[config.mk]
export PLATFORM = sky130hd
export DESIGN_NAME = mem_sequencer
export DESIGN_NICKNAME = d
export VERILOG_FILES = /design/src/rtl/mem_seq_pkg.sv /design/src/rtl/mem_sequencer_lane_steer.sv /design/src/rtl/mem_sequencer.sv
export SDC_FILE = /design/constraint.sdc
export NUM_CORES = 1
export LEC_CHECK = 0
export CAP_MARGIN = 0
export CORE_MARGIN = 3
export CORE_UTILIZATION = 49
export CTS_BUF_LIST = sky130_fd_sc_hd__clkbuf_4
export CTS_CLUSTER_DIAMETER = 30
export DETAILED_ROUTE_END_ITERATION = 8
export MAX_ROUTING_LAYER = met4
export PLACE_DENSITY_LB_ADDON = 0.08
export RECOVER_POWER = 50
export SYNTH_ARGS = -nofsm -noshare
export SYNTH_HDL_FRONTEND = slang
export SYNTH_HIERARCHICAL = 1
export SYNTH_SLANG_ARGS = --single-unit
[constraint.sdc]
create_clock -name i_clk -period 4 [get_ports i_clk]
set_clock_uncertainty 0.1 [all_clocks]
set_input_delay 0.6 -clock i_clk [delete_from_list [all_inputs] [get_ports i_clk]]
set_output_delay 0.6 -clock i_clk [all_outputs]
set_load 0.01 [all_outputs]
[src/rtl/mem_seq_pkg.sv]
// Shared types and constants for the multi-cycle memory sequencer.
package mem_seq_pkg;

  typedef enum logic [2:0] {
    ST_FETCH,
    ST_EXEC,
    ST_DATA,
    ST_COMMIT,
    ST_HALT
  } state_t;

  localparam logic [1:0] CAUSE_NONE     = 2'b00;
  localparam logic [1:0] CAUSE_MISALIGN = 2'b01;
  localparam logic [1:0] CAUSE_TIMEOUT  = 2'b10;

  localparam logic [1:0] MSIZE_BYTE = 2'b01;
  localparam logic [1:0] MSIZE_HALF = 2'b10;
  localparam logic [1:0] MSIZE_WORD = 2'b11;

  localparam logic [31:0] NOP_INST = 32'h0000_0013;

endpackage

[src/rtl/mem_sequencer_lane_steer.sv]
// Byte-lane steering: store strobes/replication, load right-shift, alignment check.
module lane_steer
  import mem_seq_pkg::*;
(
  input  logic [1:0]  i_memsize,
  input  logic [1:0]  i_offset,
  input  logic [31:0] i_wdata,
  input  logic [31:0] i_rdata,
  output logic [3:0]  o_wstrb,
  output logic [31:0] o_mwdata,
  output logic [31:0] o_rdata,
  output logic        o_misaligned
);

  always_comb begin
    o_wstrb      = '0;
    o_mwdata     = '0;
    o_misaligned = 1'b0;
    case (i_memsize)
      MSIZE_BYTE: begin
        o_wstrb  = 4'b0001 << i_offset;
        o_mwdata = {4{i_wdata[7:0]}};
      end
      MSIZE_HALF: begin
        o_wstrb      = 4'b0011 << i_offset;
        o_mwdata     = {2{i_wdata[15:0]}};
        o_misaligned = i_offset[0];
      end
      // size 00 is not a legal encoding; treat it as a full word
      default: begin
        o_wstrb      = '1;
        o_mwdata     = i_wdata;
        o_misaligned = |i_offset;
      end
    endcase
    o_rdata = i_rdata >> {i_offset, 3'b000};
  end

endmodule

[src/rtl/mem_sequencer.sv]
// Multi-cycle sequencer placing a single-cycle RV32 core in front of one shared memory port.
module mem_sequencer
  import mem_seq_pkg::*;
#(
  parameter int unsigned TIMEOUT  = 255,
  parameter logic [31:0] RESET_PC = 32'h0000_0000
) (
  input  logic        i_clk,
  input  logic        i_rst_n,
  input  logic [31:0] i_pc,
  input  logic        i_load,
  input  logic        i_write,
  input  logic [31:0] i_addr,
  input  logic [31:0] i_wdata,
  input  logic [1:0]  i_memsize,
  input  logic        i_halt_req,
  output logic [31:0] o_inst,
  output logic [31:0] o_rdata,
  output logic        o_cpu_en,
  output logic        o_req,
  output logic        o_we,
  output logic [31:0] o_maddr,
  output logic [31:0] o_mwdata,
  output logic [3:0]  o_wstrb,
  input  logic        i_ack,
  input  logic [31:0] i_rdata,
  output logic        o_halted,
  output logic        o_fault,
  output logic [1:0]  o_fault_cause,
  output logic [31:0] o_retired
);

  state_t      r_state, w_next;
  logic        r_boot;
  logic        r_fault;
  logic [1:0]  r_cause;
  logic [31:0] r_inst, r_rdata, r_retired, r_tcnt;

  logic        w_req, w_set_fault, w_timeout, w_access, w_mis;
  logic [1:0]  w_cause;
  logic [3:0]  w_wstrb;
  logic [31:0] w_mwdata, w_rdata_sh;

  lane_steer u_lane_steer (
    .i_memsize    (i_memsize),
    .i_offset     (i_addr[1:0]),
    .i_wdata      (i_wdata),
    .i_rdata      (i_rdata),
    .o_wstrb      (w_wstrb),
    .o_mwdata     (w_mwdata),
    .o_rdata      (w_rdata_sh),
    .o_misaligned (w_mis)
  );

  assign w_access  = i_load | i_write;
  assign w_timeout = (TIMEOUT != 0) && (r_tcnt == TIMEOUT - 1);

  always_comb begin
    w_next      = r_state;
    w_req       = 1'b0;
    w_set_fault = 1'b0;
    w_cause     = CAUSE_NONE;
    case (r_state)
      ST_FETCH: begin
        if (i_pc[1:0] != 2'b00) begin
          w_set_fault = 1'b1;
          w_cause     = CAUSE_MISALIGN;
          w_next      = ST_HALT;
        end else if (!r_boot) begin
          // request is suppressed only in the first cycle after reset
          w_req = 1'b1;
          if (i_ack) begin
            w_next = ST_EXEC;
          end else if (w_timeout) begin
            w_set_fault = 1'b1;
            w_cause     = CAUSE_TIMEOUT;
            w_next      = ST_HALT;
          end
        end
      end
      ST_EXEC: begin
        if (w_access) begin
          if (w_mis) begin
            w_set_fault = 1'b1;
            w_cause     = CAUSE_MISALIGN;
            w_next      = ST_HALT;
          end else begin
            w_next = ST_DATA;
          end
        end else begin
          w_next = ST_COMMIT;
        end
      end
      ST_DATA: begin
        w_req = 1'b1;
        if (i_ack) begin
          w_next = ST_COMMIT;
        end else if (w_timeout) begin
          w_set_fault = 1'b1;
          w_cause     = CAUSE_TIMEOUT;
          w_next      = ST_HALT;
        end
      end
      ST_COMMIT: w_next = i_halt_req ? ST_HALT : ST_FETCH;
      ST_HALT:   if (!i_halt_req && !r_fault) w_next = ST_FETCH;
      default:   w_next = ST_FETCH;
    endcase
  end

  always_ff @(posedge i_clk or negedge i_rst_n) begin
    if (!i_rst_n) begin
      r_state   <= ST_FETCH;
      r_boot    <= 1'b1;
      r_fault   <= 1'b0;
      r_cause   <= CAUSE_NONE;
      r_inst    <= NOP_INST;
      r_rdata   <= '0;
      r_retired <= '0;
      r_tcnt    <= '0;
    end else begin
      r_state <= w_next;
      r_boot  <= 1'b0;
      if (w_set_fault) begin
        r_fault <= 1'b1;
        r_cause <= w_cause;
      end
      r_tcnt <= (w_req && !i_ack) ? r_tcnt + 32'd1 : '0;
      if (r_state == ST_FETCH && w_req && i_ack) r_inst <= i_rdata;
      if (r_state == ST_DATA && i_ack && !i_write) r_rdata <= w_rdata_sh;
      // counted on entry so the count already includes the instruction during its commit strobe
      if (w_next == ST_COMMIT) r_retired <= r_retired + 32'd1;
      if (r_state == ST_FETCH && r_boot) assert (i_pc == RESET_PC);
    end
  end

  assign o_req         = w_req;
  assign o_we          = w_req && (r_state == ST_DATA) && i_write;
  assign o_maddr       = !w_req ? '0 :
                         (r_state == ST_DATA) ? {i_addr[31:2], 2'b00} : {i_pc[31:2], 2'b00};
  assign o_wstrb       = o_we ? w_wstrb : '0;
  assign o_mwdata      = o_we ? w_mwdata : '0;
  assign o_cpu_en      = (r_state == ST_COMMIT);
  assign o_halted      = (r_state == ST_HALT);
  assign o_fault       = r_fault;
  assign o_fault_cause = r_cause;
  assign o_inst        = r_inst;
  assign o_rdata       = r_rdata;
  assign o_retired     = r_retired;

endmodule

## Word-level counts from Yosys, hierarchy flattened

Index checks and enable logic that the tools add are counted.

| storage, ports and cells | value |
|---|---|
| register bits after elaboration | 135 |
| bits in latches | 0 |
| RAM bits | 0 |
| ROM bits | 0 |
| input port bits | 136 |
| output and inout port bits | 171 |
| word-level logic and storage cells | 72 |
| memories kept | 0 |

| operators by class | value |
|---|---|
| add/subtract/negate cells | 2 |
| multiply operators | 0 |
| div/mod/pow operators | 0 |
| order comparisons | 0 |
| equality and inequality tests | 8 |
| shifts and indexed selects | 3 |
| mux-type cells | 35 |
| bitwise logic cells | 1 |
| reduce and logical (&&, ||, !) cells | 15 |

Operator list:

| kind | number |
|---|---|
| 32-bit 2-to-1 mux | 4 |
| 32-bit by 1-bit adder with 32-bit output, second input constant | 2 |
| 32-bit case mux with 2 select lines | 1 |
| 32-bit by 8-bit == test with 1-bit output, second input constant | 1 |
| 32-bit by 5-bit right shift with 32-bit output | 1 |
| 3-bit 2-to-1 mux | 9 |
| 3-bit case mux with 5 select lines | 1 |
| 1-bit 2-to-1 mux | 10 |
| 3-bit by 2-bit == test with 1-bit output, second input constant | 3 |
| 1-bit logical AND | 8 |
| 2-bit 2-to-1 mux | 4 |
| 4-bit case mux with 2 select lines | 1 |
| 2-bit case mux with 3 select lines | 1 |
| 1-bit zero test | 4 |
| 4-bit 2-to-1 mux | 1 |
| 1-bit case mux with 2 select lines | 2 |
| 1-bit by 2-bit left shift with 4-bit output, first input constant | 1 |
| 2-bit by 2-bit left shift with 4-bit output, first input constant | 1 |
| 3-bit by 1-bit == test with 1-bit output, second input constant | 1 |
| 3-bit == test, second input constant | 1 |
| 3-bit zero test | 1 |
| 1-bit case mux with 3 select lines | 1 |
| 2-bit by 1-bit == test with 1-bit output, second input constant | 1 |
| 2-bit == test, second input constant | 1 |
| 3 further kinds | 3 |

## Depth between registers and ports, before layout

Gate-level depths: netlist of run 1.

| logic depth | value |
|---|---|
| depth after elaboration | 7 |
| depth in mapped cells | 11 |

## By module

Netlist of run 1, hierarchy kept.

Modules (own cells, without submodules):

| module | times used | cells each | area each (µm²) | seq. area each (µm²) |
|---|---|---|---|---|
| mem_sequencer | 1 | 623 | 6527.5 | 3383.2 |
| lane_steer | 1 | 154 | 1066.0 | 0.0 |

## Least setup slack after synthesis of run 1

Ideal clock, no wire load.

| timing path | value |
|---|---|
| path kind | input to register |
| start | input port i_memsize[0] |
| end | register r_retired[28], in the netlist o_retired[28] |
| data arrival time | 2.336 ns |
| data required time | 3.772 ns |
| setup slack | 1.436 ns |
| stages on the path | 11 |
| cell sequence | inv_1 ha_1 buf_2 buf_2 a21oi_1 nor2_1 o21ai_0 a2111o_1 nand4_2 nor2_1 xor2_1 |

| between the ends | value |
|---|---|
| word-level cells in the longest chain between the ends | 6 |
| elaborated cells on any way between the ends | 7 |
| classes of those cells | 3 x eq/ne; 4 x mux |

Ends and longest elaborated chain:

| item | line | RTL |
|---|---|---|
| start, declared | mem_sequencer.sv:15 | `input logic [1:0] i_memsize,` |
| 2-bit == test or 2-bit by 1-bit == test with 1-bit output (tied branches) | mem_sequencer_lane_steer.sv:19 | `case (i_memsize)` |
| 1-bit case mux with 2 select lines * | mem_sequencer_lane_steer.sv:19 |  |
| net w_mis | mem_sequencer.sv:39 | `logic w_req, w_set_fault, w_timeout, w_access, w_mis;` |
| 3-bit 2-to-1 mux * | mem_sequencer.sv:83 | `if (w_mis) begin` |
| 3-bit 2-to-1 mux * | mem_sequencer.sv:82 | `if (w_access) begin` |
| 3-bit case mux with 5 select lines * | mem_sequencer.sv:63 | `case (r_state)` |
| 3-bit by 2-bit == test with 1-bit output * | mem_sequencer.sv:131 | `if (w_next == ST_COMMIT) r_retired <= r_retired + 32'd1;` |
| end signal, assigned | mem_sequencer.sv:131 |  |
| end, declared | mem_sequencer.sv:37 | `logic [31:0] r_inst, r_rdata, r_retired, r_tcnt;` |

The timed path passes the listed nets; every way through them passes the cells marked *.
A chain may end at the register's enable or synchronous reset.

## Worst setup path after layout of run 1

| timing path | value |
|---|---|
| start | register r_state[0] |
| end | output port o_maddr[3] |

| between the ends | value |
|---|---|
| word-level cells in the longest chain between the ends | 3 |
| elaborated cells on any way between the ends | 5 |
| classes of those cells | 1 x eq/ne; 3 x mux; 1 x reduce/logical |

Ends and longest elaborated chain:

| item | line | RTL |
|---|---|---|
| start, declared | mem_sequencer.sv:33 | `state_t r_state, w_next;` |
| start signal, assigned | mem_sequencer.sv:121 | `r_state <= w_next;` |
| 3-bit by 2-bit == test with 1-bit output or 3-bit zero test (tied branches) | mem_sequencer.sv:63, mem_sequencer.sv:139 |  |
| 1-bit case mux with 2 select lines or 32-bit 2-to-1 mux (tied branches) | mem_sequencer.sv:63, mem_sequencer.sv:139 |  |
| 32-bit 2-to-1 mux * | mem_sequencer.sv:138 | `assign o_maddr = !w_req ? '0 :` |
| end, declared | mem_sequencer.sv:22 | `output logic [31:0] o_maddr,` |

Every way passes the cells marked *; elsewhere a longest branch is shown, timed or not.

==> impl_results.rst, run 1 <==
.. list-table::
   :header-rows: 1

   * - Metric
     - Value
   * - Class of the tightest hold or removal check
     - reg2reg
   * - Worst-Skew Late Latency
     - 0.56 ns
   * - Top library cells by usage in the layout, fill and taps aside
     - clkdlybuf4s50_1, dfrtp_1, nand2_1, mux2_2, nor2_1
   * - Count of unresolved DRC violations after routing
     - 0
   * - Dpl hpwl
     - 17800 um
   * - Average cell area after synthesis
     - 9.77 um^2
   * - Pwr Density
     - 312 mW/mm^2
   * - Share of flip-flops with an asynchronous set or reset
     - 100%
   * - Root buf cell
     - clkbuf_4
   * - Number of detailed-route iterations in the first pass
     - 5
   * - Post-route setup TNS
     - 0 ns
   * - Clock-pin slew reported for the worst setup and hold paths after clock tree synthesis
     - 0.12 ns
   * - CTS H-tree depth
     - 4
   * - Type of the worst setup path
     - reg2out
   * - Time the final worst path needs with I/O delays and setup
     - 3.66 ns
   * - Synthesis-to-layout area growth
     - 44.9%
   * - P_int
     - 2560 uW
   * - Wire length of the first global-routing pass
     - 35400 um
   * - FP Rows
     - 44
   * - Arrival @ worst endpoint
     - 2.96 ns
   * - # Post-CTS Setup Buffers
     - 0
   * - Largest net degree at the start of global routing
     - 113
   * - Worst Max-Slew Pin Slew
     - 2.72 ns
   * - Share of post-route cells with drive strength above 1
     - 12.0%
   * - Type of origin of the critical path
     - flip-flop
   * - DRC marker count from the first detailed-route iteration
     - 407
   * - Setup repair after global routing missed its margin
     - no
   * - Total via count after detailed routing
     - 6699
   * - Required time worst endpoint
     - 3.30 ns
   * - CTS tree
     - built
   * - Top cell type's share of synthesized area
     - 43.2%
   * - Vias in the first global route
     - 6393
   * - Peak VDD IR
     - 0.000197 V
   * - Number of hold buffers added after cts
     - 0
   * - Minimum setup slack after placement
     - 0.404 ns
   * - Number of synthesized flops with an enable pin
     - 0
   * - Number of warnings issued by yosys
     - 6
   * - Gate count of the mapped netlist
     - 777
   * - Number of library cell types mapped by synthesis
     - 53
   * - Hold_ws
     - 0.386 ns
   * - Final wirelength
     - 23600 um
   * - Leakage component of the power
     - 0.00483 uW
   * - Chip width
     - 130 um
   * - Fraction of the yosys area taken by sequential cells
     - 44.6%
   * - Number of vias per cell
     - 5.33
   * - Top FF cell, synth
     - dfrtp_1
   * - Sequential power share
     - 45.1%
   * - Sum of met2 wire segment lengths after detailed routing
     - 11200 um
   * - Net load switching power
     - 877 uW
   * - Fillers
     - 1140
   * - Worst setup slack after layout
     - 0.335 ns
   * - Synth area leader
     - dfrtp_1
   * - Post-route fraction of the period consumed by the critical path
     - 91.6%
   * - Clock sink count
     - 135
   * - RD Place Congestion
     - 0.893
   * - Crit end category
     - output pin
   * - Leading post-synthesis cells by cell area
     - dfrtp_1, mux2_2, nand2_1
   * - Count of input and output buffers
     - 304
   * - Logic gate share of total power
     - 21.9%
   * - Hold Fails Final Rpt
     - 0
   * - Proportion of power drawn by the clock network
     - 33.0%
   * - Max-cap violations
     - 4
   * - Violations in the final reports
     - max-capacitance violations, max-slew violations
   * - Buffer depth of the longest clock path
     - 2
   * - Max FO, Critical Path
     - 30
   * - Overflow left after global routing
     - 0
   * - Number of flip-flops and latches in the synthesized netlist
     - 135
   * - Floorplan die height
     - 130 um
   * - Post-route met1 wirelength
     - 9840 um
   * - Inserted Clock Buffers
     - 17
   * - Initial Utilization
     - 51.1%
   * - Detail Route Antenna Nets
     - 0
   * - Count of nets after finishing
     - 1199
   * - Total global-route track usage
     - 27.8%
   * - Count of cells resized by post-cts repair
     - 0
   * - Met3 Wirelength
     - 2130 um
   * - Status
     - complete, but fails checks
   * - Commonest non-fill, non-tap cell in the layout
     - clkdlybuf4s50_1
   * - Number of setup violations in the final report
     - 0
   * - Maximum clock frequency
     - 273 MHz
   * - Antenna violations before repair
     - 1
   * - Netlist area before placement
     - 0.00759 mm^2
   * - Switch share
     - 25.5%
   * - Highest Signal Layer
     - met4
   * - Worst-case headroom to the max-slew limit
     - -81.4%
   * - Wire length per cell after detailed routing
     - 18.8 um
   * - Core box area
     - 0.0149 mm^2
   * - Die area
     - 0.0170 mm^2
   * - Max Transition Viols Final
     - 213
   * - I/O pin cnt
     - 307
## through the flow
stage | cell area [um^2] | total power, uW | cells | utilization, %
after floorplan | 7600 | 1860 | 779 | -
after global placement | 10700 | 2310 | 1223 | 71.7
after detailed placement | 10700 | 2330 | 1223 | 71.7
after CTS | 11000 | 3470 | 1255 | 74.2
after global routing | 11000 | 3580 | 1256 | 74.0
final | 11000 | 3430 | 1256 | 74.0
## cells in the mapped netlist, drive strengths merged, types with 15 or more instances
| cell type | count |
|---|---|
| a21oi | 34 |
| and2 | 47 |
| buf | 29 |
| clkbuf | 30 |
| dfrtp | 131 |
| inv | 16 |
| mux2 | 65 |
| mux2i | 32 |
| nand2 | 102 |
| nand3 | 17 |
| nand4 | 25 |
| nor2 | 63 |
| nor3 | 15 |
| o21ai | 29 |
| xnor2 | 19 |
| xor2 | 42 |
## critical path, stage by stage (launching register included)
cell and delay (ns):
dfrtp_1 0.52, nor2_1 0.16, nand2_1 0.74, nand2_1 0.12, a21oi_1 0.27, clkdlybuf4s50_1 0.59
## routing by layer
| layer | global-route usage [%] | up-vias |
|---|---|---|
| met4 | 7.74 | 0 |
| met1 | 36.1 | 3193 |
| met2 | 41.4 | 249 |
| li1 | - | 3223 |
| met5 | - | - |
| met3 | 9.80 | 34 |
## path summary, 6_finish.rpt
check	end	start	cells past startpoint	slack [ns]
min in group asynchronous	o_inst[27]	i_rst_n	1	0.77
min reg2reg	o_retired[31]	o_retired[31]	1	0.39
max in group asynchronous	o_inst[23]	i_rst_n	2	1.27
min	o_retired[31]	o_retired[31]	1	0.39
max reg2reg	o_rdata[6]	r_state[0]	5	1.02
max	o_maddr[3]	r_state[0]	5	0.34
## layout make-up
class / count / area [um^2] / area share [%]
Clock inverter: 14 / 230 / 2.09
Multi-Input combinational cell: 569 / 3830 / 34.8
Timing Repair Buffer: 319 / 3130 / 28.4
Sequential cell: 135 / 3380 / 30.7
Clock buffer: 18 / 135 / 1.23
Antenna cell: 1 / 2.50 / 0.0227
Tap cell: 184 / 230 / 2.09
Inverter: 16 / 60.1 / 0.546
## cells by family (layout without fill, tap and decap cells)
logic type | Yosys count | in the layout | synth area share (%)
compound gates | 92 | 92 | 7.61
xor+xnor | 61 | 61 | 7.04
fa+ha+maj | 5 | 5 | 0.824
buf+inv | 75 | 367 | 5.06
flops | 135 | 135 | 44.6
mux | 97 | 97 | 13.9
other cells | 1 | 4 | 0.0494
simple gates | 311 | 311 | 21.0
## power by group through the flow
stage / sequential (uW) / combinational [uW] / clock (uW)
after detailed placement: 1580 / 756 / 0
final: 1550 / 752 / 1130
after global placement: 1570 / 745 / 0
after CTS: 1550 / 758 / 1160
after global routing: 1570 / 806 / 1210
after floorplan: 1620 / 244 / 0
## flip-flops by register name (all words and copies together) (netlist names)
signal,flops
r_boot,1
o_inst,32
o_rdata,32
r_state,3
o_fault,1
o_retired,32
r_tcnt,32
o_fault_cause,2
Note: power is estimated with default switching activity, not from simulation.
==> run 2: changes to the inputs <==
CORE_UTILIZATION = 60   (was 49)
DONT_BUFFER_PORTS = 1   (was not set)
==> run 2 against run 1 <==
  * The flow still finishes with violations (max-capacitance violations, max-slew violations)
  * Clock power is 14% lower
  * Wire length down 14%
  * Non-clock buffer count fell by 312
  * Total power is 16% lower
  * First-iteration DRC count fell by 3.2%
  * Largest cell class unchanged
  * Sequential power rose by 5%
  * Final area is 29% lower
  * Fmax grew 7.4%
  * Largest power group unchanged
  * Worst setup slack better by 0.25 ns
  * Combinational power is 61% lower
  * Die area fell by 18%
==> impl_results.rst, run 2 (synthesized netlist as in run 1, its figures left out) <==
.. list-table::
   :header-rows: 1

   * - Metric
     - Value
   * - Reg-to-reg setup timing slack
     - 1.32 ns
   * - Clock-pin slew reported for the worst setup and hold paths after clock tree synthesis
     - 0.13 ns
   * - Total via count after detailed routing
     - 5723
   * - Overflow left after global routing
     - 0
   * - Time the final worst path needs with I/O delays and setup
     - 3.41 ns
   * - Antenna violations before repair
     - 0
   * - Dpl hpwl
     - 15300 um
   * - Max-cap violations
     - 1
   * - Placed Instance Area
     - 0.00753 mm^2
   * - Number of setup violations in the final report
     - 0
   * - Leakage component of the power
     - 0.00366 uW
   * - Clock sink count
     - 135
   * - Type of origin of the critical path
     - flip-flop
   * - Max FO, Critical Path
     - 31
   * - Hold worst-path end
     - o_inst[2]
   * - Commonest non-fill, non-tap cell in the layout
     - dfrtp_1
   * - Worst-case headroom to the max-slew limit
     - -19.1%
   * - Buf+Inv Stages, Crit Path
     - 0
   * - Die area
     - 0.0140 mm^2
   * - Crit end category
     - output pin
   * - Floorplan die height
     - 119 um
   * - Pwr Density
     - 368 mW/mm^2
   * - Worst Max-Slew Pin Slew
     - 1.79 ns
   * - Inserted Clock Buffers
     - 17
   * - Count of cells resized by post-cts repair
     - 0
   * - Detail Route Antenna Nets
     - 0
   * - Slowest cell on the critical path
     - and2_1
   * - Final wirelength
     - 20300 um
   * - Count of nets after finishing
     - 887
   * - Total global-route track usage
     - 28.7%
   * - Status
     - complete, but fails checks
   * - Chip width
     - 119 um
   * - CTS H-tree depth
     - 4
   * - Worst-Skew Late Latency
     - 0.54 ns
   * - Root buf cell
     - clkbuf_4
   * - DRC marker count from the first detailed-route iteration
     - 394
   * - Cell type group with the largest total delay on the critical path
     - simple AND/OR/NAND/NOR gates
   * - RD Place Congestion
     - 0.820
   * - Buffer depth of the longest clock path
     - 2
   * - Count of input and output buffers
     - 0
   * - Required time worst endpoint
     - 3.30 ns
   * - Vias in the first global route
     - 5402
   * - Arrival @ worst endpoint
     - 2.71 ns
   * - Post-route setup TNS
     - 0 ns
   * - Largest net degree at the start of global routing
     - 136
   * - Max Transition Viols Final
     - 136
   * - CTS tree
     - built
   * - Type of the worst setup path
     - reg2out
   * - Synthesis-to-layout area growth
     - 3.43%
   * - Violations in the final reports
     - max-capacitance violations, max-slew violations
   * - Source of the worst register-to-register timing path
     - r_state[0]
   * - Initial Utilization
     - 62.2%
   * - Reg-to-reg critical path endpoint
     - o_rdata[15]
   * - Depth of the most critical reg-to-reg path
     - 5
   * - FP Rows
     - 40
   * - Count of unresolved DRC violations after routing
     - 0
   * - Antenna diodes
     - 0
   * - Worst hold path startpoint
     - i_rdata[2]
   * - Peak VDD IR
     - 0.000223 V
   * - Number of vias per cell
     - 6.17
   * - # Post-CTS Setup Buffers
     - 0
   * - Wire length per cell after detailed routing
     - 21.9 um
   * - Setup repair after global routing missed its margin
     - no
   * - Maximum clock frequency
     - 293 MHz
   * - Class of the tightest hold or removal check
     - in2reg
   * - I/O pin cnt
     - 307
   * - CP peak stage delay
     - 0.82 ns
   * - Total non-filler cell area in the finished layout
     - 0.00785 mm^2
   * - Post-route fraction of the period consumed by the critical path
     - 85.3%
   * - Hold Fails Final Rpt
     - 0
   * - Top library cells by usage in the layout, fill and taps aside
     - dfrtp_1, nand2_1, mux2_2, nor2_1, and2_1
   * - Hold depth
     - 1
   * - Series of cell instances along the critical path
     - nor2_1 > and2_1 > nand2_1 > a21oi_1
   * - Number of hold buffers added after cts
     - 2
   * - Share of post-route cells with drive strength above 1
     - 16.2%
   * - Core box area
     - 0.0122 mm^2
   * - Number of detailed-route iterations in the first pass
     - 5
   * - Wire length of the first global-routing pass
     - 30800 um
==> run 2: worst reg2reg max path: stages, from the launching register on <==
cell	delay [ns]
dfrtp_1	0.50
nor2_1	0.33
and2_1	0.82
nand3b_1	0.16
buf_4	0.32
mux2_2	0.34
==> run 2: stage by stage <==
step                std cells  power, uW  hold slack, ns  util [%]  setup WS (ns)
floorplan                 779       1860           0.204         -           1.44
global placement          893       1900           0.207      61.6           1.24
detailed placement        893       1910           0.208      61.6           1.15
CTS                       927       2910          0.0532      64.5          0.584
global route              927       3020          0.0385      64.3          0.370
finish                    927       2890          0.0970      64.3          0.588
==> run 2: routing by layer <==
layer  wire length (um)  vias to the layer above  GRT usage, %
met4                526                        0          9.92
met3               1880                       30          11.0
li1                   -                     2582             -
met1               8400                     2868          36.6
met2               9480                      243          42.4
met5                  0                        -             -
==> run 2: layout make-up <==
cell class / instances / area (um^2)
Fill cell: 1046 / 4360
Multi-Input combinational cell: 569 / 3840
Sequential cell: 135 / 3380
Tap cell: 168 / 210
Clock inverter: 14 / 173
Clock buffer: 18 / 135
Inverter: 16 / 60.1
Timing Repair Buffer: 7 / 55.1
==> run 2: worst max-delay path by stage <==
stage | startpoint | endpoint | slack (ns) | depth (start not counted)
CTS | r_state[0] | o_maddr[26] | 0.58 | 4
detailed placement | i_memsize[0] | o_retired[28] | 1.15 | 9
global route | r_state[0] | o_maddr[26] | 0.37 | 4
floorplan | i_memsize[0] | o_retired[28] | 1.44 | 11
finish | r_state[0] | o_maddr[10] | 0.59 | 4
global placement | i_memsize[0] | o_retired[28] | 1.24 | 9
==> run 2: report_power, final <==
part,switching [uW],leakage [uW],internal [uW]
clock network,526,0.000169,447
registers,142,0.00181,1480
logic,150,0.00168,140
total,819,0.00366,2070
